$ cat config.mk
export PLATFORM = sky130hd
export DESIGN_NAME = memshare_regfile_loader
export DESIGN_NICKNAME = d
export VERILOG_FILES = /design/src/rtl/memshare_regfile_loader_pkg.sv /design/src/rtl/memshare_regfile_loader_addrgen.sv /design/src/rtl/memshare_regfile_loader.sv
export SDC_FILE = /design/constraint.sdc
export NUM_CORES = 1
export LEC_CHECK = 0
export ABC_AREA = 1
export BUFFER_PORTS_ARGS = -buffer_cell sky130_fd_sc_hd__buf_2
export CAP_MARGIN = 5
export CORE_MARGIN = 2
export CORE_UTILIZATION = 45
export CTS_BUF_LIST = sky130_fd_sc_hd__clkbuf_4 sky130_fd_sc_hd__clkbuf_8
export DETAILED_ROUTE_END_ITERATION = 12
export HOLD_SLACK_MARGIN = 0.15
export PLACE_DENSITY = 0.71
export SYNTH_ARGS = -nofsm -noshare
export SYNTH_HDL_FRONTEND = slang
export SYNTH_SLANG_ARGS = --single-unit
$ cat constraint.sdc
create_clock -name sys_clk -period 1.6 [get_ports sys_clk]
set_input_delay 0.16 -clock sys_clk [delete_from_list [all_inputs] [get_ports sys_clk]]
set_output_delay 0.16 -clock sys_clk [all_outputs]
set_load 0.01 [all_outputs]
$ cat src/rtl/memshare_regfile_loader_pkg.sv
`default_nettype none
// ============================================================================
//  Module   : memshare_regfile_loader_pkg
//  Purpose  : Shared state encoding and L1PA type-0 register-file defaults
//             for the memShare register-file loader.
//  Revision : 1.0 - initial release
// ============================================================================
package memshare_regfile_loader_pkg;

  // Register-file geometry defaults for the L1PA type-0 pages.
  localparam int L1PA_REGFILE_ADDR_WIDTH = 6;
  localparam int L1PA_REGFILE_PAGE_WIDTH = 7;
  localparam int L1PA_REGFILE_PAGE_NUM   = 64;

  // Loader control states; encodings are fixed so other blocks can decode them.
  typedef enum logic [1:0] {
    ST_IDLE = 2'd0,
    ST_LOAD = 2'd1,
    ST_DONE = 2'd2
  } loaderState_t;

endpackage : memshare_regfile_loader_pkg
`default_nettype wire

$ cat src/rtl/memshare_regfile_loader_addrgen.sv
`default_nettype none
// ============================================================================
//  Module   : memShare_loader_addrGen
//  Purpose  : Loadable modulo-PAGE_NUM page-address counter with a remaining
//             page down-counter and a last-beat flag.
//  Revision : 1.0 - initial release
// ============================================================================
module memShare_loader_addrGen #(
  parameter int ADDR_W   = 6,
  parameter int PAGE_NUM = 64,
  parameter int LEN_W    = 7
) (
  input  logic              sys_clk,
  input  logic              rst,
  input  logic              i_load,
  input  logic [ADDR_W-1:0] i_base,
  input  logic [LEN_W-1:0]  i_len,
  input  logic              i_step,
  output logic [ADDR_W-1:0] o_curAddr,
  output logic [LEN_W-1:0]  o_remain,
  output logic              o_lastBeat
);

  localparam logic [ADDR_W-1:0] c_lastAddr = ADDR_W'(PAGE_NUM - 1);
  localparam logic [LEN_W-1:0]  c_oneLen   = LEN_W'(1);

  logic [ADDR_W-1:0] r_curAddr;
  logic [LEN_W-1:0]  r_remain;
  logic [ADDR_W-1:0] w_nextAddr;

  // A page count that fills the whole address space wraps for free; any
  // other page count needs an explicit compare against the last page.
  generate
    if (PAGE_NUM == (1 << ADDR_W)) begin : g_naturalWrap
      assign w_nextAddr = r_curAddr + 1'b1;
    end else begin : g_explicitWrap
      assign w_nextAddr = (r_curAddr == c_lastAddr) ? '0 : r_curAddr + 1'b1;
    end
  endgenerate

  // Load takes priority; each accepted beat advances the address and
  // consumes one page of the remaining count.
  always_ff @(posedge sys_clk) begin
    if (rst) begin
      r_curAddr <= '0;
      r_remain  <= '0;
    end else if (i_load) begin
      r_curAddr <= i_base;
      r_remain  <= i_len;
    end else if (i_step) begin
      r_curAddr <= w_nextAddr;
      r_remain  <= r_remain - 1'b1;
    end
  end

  assign o_curAddr  = r_curAddr;
  assign o_remain   = r_remain;
  assign o_lastBeat = (r_remain == c_oneLen);

endmodule : memShare_loader_addrGen
`default_nettype wire

$ cat src/rtl/memshare_regfile_loader.sv
`default_nettype none
// ============================================================================
//  Module   : memshare_regfile_loader
//  Purpose  : Accepts a (base, length) load command and a stream of page
//             words, writing them to consecutive type-0 register-file pages
//             with wrap-around. Flags completion and illegal commands.
//  Revision : 1.0 - initial release
// ============================================================================
module memshare_regfile_loader
  import memshare_regfile_loader_pkg::*;
#(
  parameter int TYPE0_ADDR_BITWIDTH = L1PA_REGFILE_ADDR_WIDTH,
  parameter int TYPE0_REG_BITWIDTH  = L1PA_REGFILE_PAGE_WIDTH,
  parameter int TYPE0_PAGE_NUM      = L1PA_REGFILE_PAGE_NUM,
  parameter int LEN_BITWIDTH        = $clog2(TYPE0_PAGE_NUM) + 1
) (
  input  logic                           sys_clk,
  input  logic                           rst,
  input  logic                           cmd_valid_i,
  output logic                           cmd_ready_o,
  input  logic [TYPE0_ADDR_BITWIDTH-1:0] cmd_base_i,
  input  logic [LEN_BITWIDTH-1:0]        cmd_len_i,
  input  logic                           data_valid_i,
  output logic                           data_ready_o,
  input  logic [TYPE0_REG_BITWIDTH-1:0]  data_i,
  input  logic                           abort_i,
  output logic [TYPE0_ADDR_BITWIDTH-1:0] regType0_waddr_o,
  output logic [TYPE0_REG_BITWIDTH-1:0]  regType0_wdata_o,
  output logic                           regType0_we_o,
  output logic                           busy_o,
  output logic                           done_o,
  output logic                           err_o
);

  localparam logic [LEN_BITWIDTH-1:0] c_pageNumLen = LEN_BITWIDTH'(TYPE0_PAGE_NUM);

  loaderState_t r_state;
  loaderState_t w_nextState;

  logic w_cmdReadyRaw;
  logic w_dataReadyRaw;
  logic w_cmdFire;
  logic w_dataFire;
  logic w_cmdLegal;

  logic [TYPE0_ADDR_BITWIDTH-1:0] w_curAddr;
  logic [LEN_BITWIDTH-1:0]        w_remain;
  logic                           w_lastBeat;

  logic [TYPE0_ADDR_BITWIDTH-1:0] r_waddr;
  logic [TYPE0_REG_BITWIDTH-1:0]  r_wdata;
  logic                           r_we;
  logic                           r_busy;
  logic                           r_done;
  logic                           r_err;

  // Handshake readiness is held low while reset is asserted so nothing is
  // accepted in a cycle whose effects reset is about to discard.
  assign cmd_ready_o  = w_cmdReadyRaw  & ~rst;
  assign data_ready_o = w_dataReadyRaw & ~rst;
  assign w_cmdFire    = cmd_valid_i  & cmd_ready_o;
  assign w_dataFire   = data_valid_i & data_ready_o;
  assign w_cmdLegal   = (cmd_len_i != '0) && (cmd_len_i <= c_pageNumLen);

  memShare_loader_addrGen #(
    .ADDR_W   (TYPE0_ADDR_BITWIDTH),
    .PAGE_NUM (TYPE0_PAGE_NUM),
    .LEN_W    (LEN_BITWIDTH)
  ) u_addrGen (
    .sys_clk    (sys_clk),
    .rst        (rst),
    .i_load     (w_cmdFire),
    .i_base     (cmd_base_i),
    .i_len      (cmd_len_i),
    .i_step     (w_dataFire),
    .o_curAddr  (w_curAddr),
    .o_remain   (w_remain),
    .o_lastBeat (w_lastBeat)
  );

  // State register.
  always_ff @(posedge sys_clk) begin
    if (rst) begin
      r_state <= ST_IDLE;
    end else begin
      r_state <= w_nextState;
    end
  end

  // Next-state and handshake-readiness decode.
  always_comb begin
    w_nextState    = r_state;
    w_cmdReadyRaw  = 1'b0;
    w_dataReadyRaw = 1'b0;
    case (r_state)
      ST_IDLE: begin
        w_cmdReadyRaw = 1'b1;
        if (cmd_valid_i && w_cmdLegal) begin
          w_nextState = ST_LOAD;
        end
      end
      ST_LOAD: begin
        w_dataReadyRaw = ~abort_i;
        if (abort_i) begin
          w_nextState = ST_IDLE;
        end else if (data_valid_i && w_lastBeat) begin
          w_nextState = ST_DONE;
        end
      end
      ST_DONE: begin
        w_nextState = ST_IDLE;
      end
      default: begin
        w_nextState = ST_IDLE;
      end
    endcase
  end

  // Registered write port and status pulses; the write lands one cycle after
  // its data handshake, and the address/data hold between writes.
  always_ff @(posedge sys_clk) begin
    if (rst) begin
      r_we    <= 1'b0;
      r_waddr <= '0;
      r_wdata <= '0;
      r_busy  <= 1'b0;
      r_done  <= 1'b0;
      r_err   <= 1'b0;
    end else begin
      r_we   <= w_dataFire;
      r_done <= w_dataFire & w_lastBeat;
      r_err  <= w_cmdFire & ~w_cmdLegal;
      r_busy <= (w_nextState != ST_IDLE);
      if (w_dataFire) begin
        r_waddr <= w_curAddr;
        r_wdata <= data_i;
      end
    end
  end

  assign regType0_we_o    = r_we;
  assign regType0_waddr_o = r_waddr;
  assign regType0_wdata_o = r_wdata;
  assign busy_o           = r_busy;
  assign done_o           = r_done;
  assign err_o            = r_err;

endmodule : memshare_regfile_loader
`default_nettype wire

==> out/qor.yml <==
status: "completed"
synth_seq_cells: 32
rsz0062_at_grt: "no"
syn_area_per_cell_um2: 7.40
wl_met3_um: 228
swShare_pct: 28.2
firstDrtPassIters: 4
hold_violations: 0
routed_wl_um: 3640
fp.dieH_um: 62.5
fill_cells: 314
layoutNonFillerInstCount: 321
drc: 0
drive_gt1_share_pct: 26.2
dp.cells: 294
grt_max_degree: 17
max_clock_freq_mhz: 695
row_count: 21
cts_sinks: 32
hp-class: "primary input to register"
vdd_drop_max_mv: 0.701
cts_buffer_depth: 2
yosysUniqueCellTypes: 29
cts_buffers: 5
port_buffers: 43
htree_levels: 2
nets: 302
p_per_area_nw_per_um2: 812
arrival_ns: 1.73
cts_tree: "yes"
synth-warning-count: 0
routed_via_density: 4.88
syn_to_final_growth_pct: 31.8
final_cell_mix: "nand2_1 (47), buf_2 (43), dfxtp_1 (32)"
synth_top_area_share_pct: 41.6
critPathCaptureType: "register"
maxSlewViolCount: 0
seqPwrFrac_pct: 51.7
grt_pass1_wl_um: 6180
p_leak_nw: 0.983
dieArea_um2: 3910
io_pins: 44
antenna_found_initial: 0
maxSlewHeadroom_pct: 80.9
cp_max_fo: 7
layout_commonest_cell: "nand2_1"
grt_overflow_total: 0
area.sequential_um2: 641
core_area_um2: 3310
num_vias: 1567
period_needed_ns: 1.44
wl_met1_um: 1640
min_period_over_period_pct: 89.9
critPathLaunchType: "register"
dp_hpwl_um: 2580
first_global_vias: 1346
clk_latency_ns: 0.34
root_buffer: "clkbuf_4"
drtIter0Drc: 103
combPwrFrac_pct: 16.4
required_ns: 1.89
synth_area_leaders: "dfxtp_1 (42%), nand2_1 (11%), nand3_1 (8.8%), inv_1 (4.9%), o21ai_0 (4.9%)"
synthesis.area_um2: 1540
wl_met2_um: 1690
n_antenna_cell: 0
yosysSeqAreaShare_pct: 41.6
top_layer: "met4"
syn_inst: 208
cap_violations: 0
worst_pin_slew_ns: 0.286
gp_congestion: 0.908
final-setup-viol-count: 0
wl_per_cell_um: 11.3
multi_input_area_um2: 751
path_class: "register to register"
drtAntennaViolNets: 0
synth_area_leader_cell: "dfxtp_1"
track_usage_pct: 20.1
skew_ns: 0.00365
p_clk_share_pct: 31.8
die_x_um: 62.5
syn-num-nets: 236
initial_core_util_pct: 46.5
intPower_mw: 1.18
clkTransAtPathRegs_ns: 0.10
power.switching_mw: 0.465
tns_ns: 0
-- layout make-up --
type | instances | area share [%]
clock inverter | 1 | 0.370
inverter | 25 | 4.87
sequential | 32 | 31.6
timing repair buffer | 65 | 20.5
tap | 46 | 2.84
multi-input combinational | 145 | 37.0
clock buffer | 7 | 2.90
-- stage by stage --
stage	utilization (%)	total power, mW	hold WS [ns]	instance area (µm²)	setup slack [ns]
final	61.3	1.65	0.150	2030	0.161
after global routing	61.3	1.73	0.154	2030	0.0657
after CTS	60.2	1.64	0.152	1990	0.0674
after detailed placement	53.9	1.10	0.357	1790	0.267
after global placement	53.9	1.10	0.353	1790	0.302
after floorplan	-	1.02	0.271	1540	0.417
-- repair_timing --
action,CTS,global route
setup buffers,0,5
hold buffers,14,0
setup endpoints to repair,0,1
gates resized for setup,0,0
endpoints found under the hold margin,13,0
-- worst paths after layout --
kind | startpoint | to | slack, ns | depth (start not counted)
worst max-delay path | r_state[1] | err_o | 0.16 | 4
worst min-delay path | cmd_base_i[4] | u_addrGen.o_curAddr[4] | 0.15 | 3
worst max register to register | r_state[1] | err_o | 0.16 | 4
worst min register to register | regType0_wdata_o[6] | regType0_wdata_o[6] | 0.47 | 2
-- cell usage after synthesis --
library cell and instances:
nand2_1 47, dfxtp_1 32, nand3_1 27, inv_1 20, nor2_1 17, o21ai_0 15, a21oi_1 13, nand4_1 4
a211oi_1 3, ha_1 3, inv_2 3, buf_6 2, clkbuf_1 2, nand3_4 2, nor2_4 2, nor3_1 2
xor2_1 2, a21oi_2 1, buf_2 1, buf_8 1, clkinv_1 1, clkinv_4 1, nand2_2 1, nand2_4 1
nand3b_1 1, o211ai_1 1, o21ai_2 1, or2_2 1, xnor2_1 1
-- cells by family after synthesis --
kind of cell	Yosys count	synth area share, %
adder cells (fa/ha/maj)	3	2.44
AND/OR/NAND/NOR	105	32.4
flip-flops	32	41.6
XOR/XNOR	3	1.71
buffers and inverters	31	9.67
AO/OA/AOI/OAI	34	12.2
-- sequential cells by signal, indices dropped and copies added (netlist names) --
signal               count
busy_o                   1
done_o                   1
err_o                    1
r_state                  2
regType0_waddr_o         6
regType0_wdata_o         7
regType0_we_o            1
u_addrGen.o_curAddr      6
u_addrGen.o_remain       7
-- critical path, cell delays in order (launching register included) --
cell           delay [ns]
dfxtp_1              0.36
nor2_4               0.20
nand3_4              0.14
a21oi_1              0.14
dlygate4sd3_1        0.55
-- metal layers --
metal / vias to the layer above / track usage (%)
met1: 691 / 25.6
met5: - / 0
met3: 8 / 4.32
li1: 814 / -
met2: 54 / 32.3
met4: 0 / 10.0
-- power groups by stage --
stage / Combinational (mW) / Clock (mW) / Sequential, mW
global route: 0.302 / 0.575 / 0.857
finish: 0.271 / 0.525 / 0.852
floorplan: 0.155 / 0 / 0.867
global placement: 0.233 / 0 / 0.870
detailed placement: 0.232 / 0 / 0.869
CTS: 0.259 / 0.531 / 0.851
(Power assumes the default switching activity.)
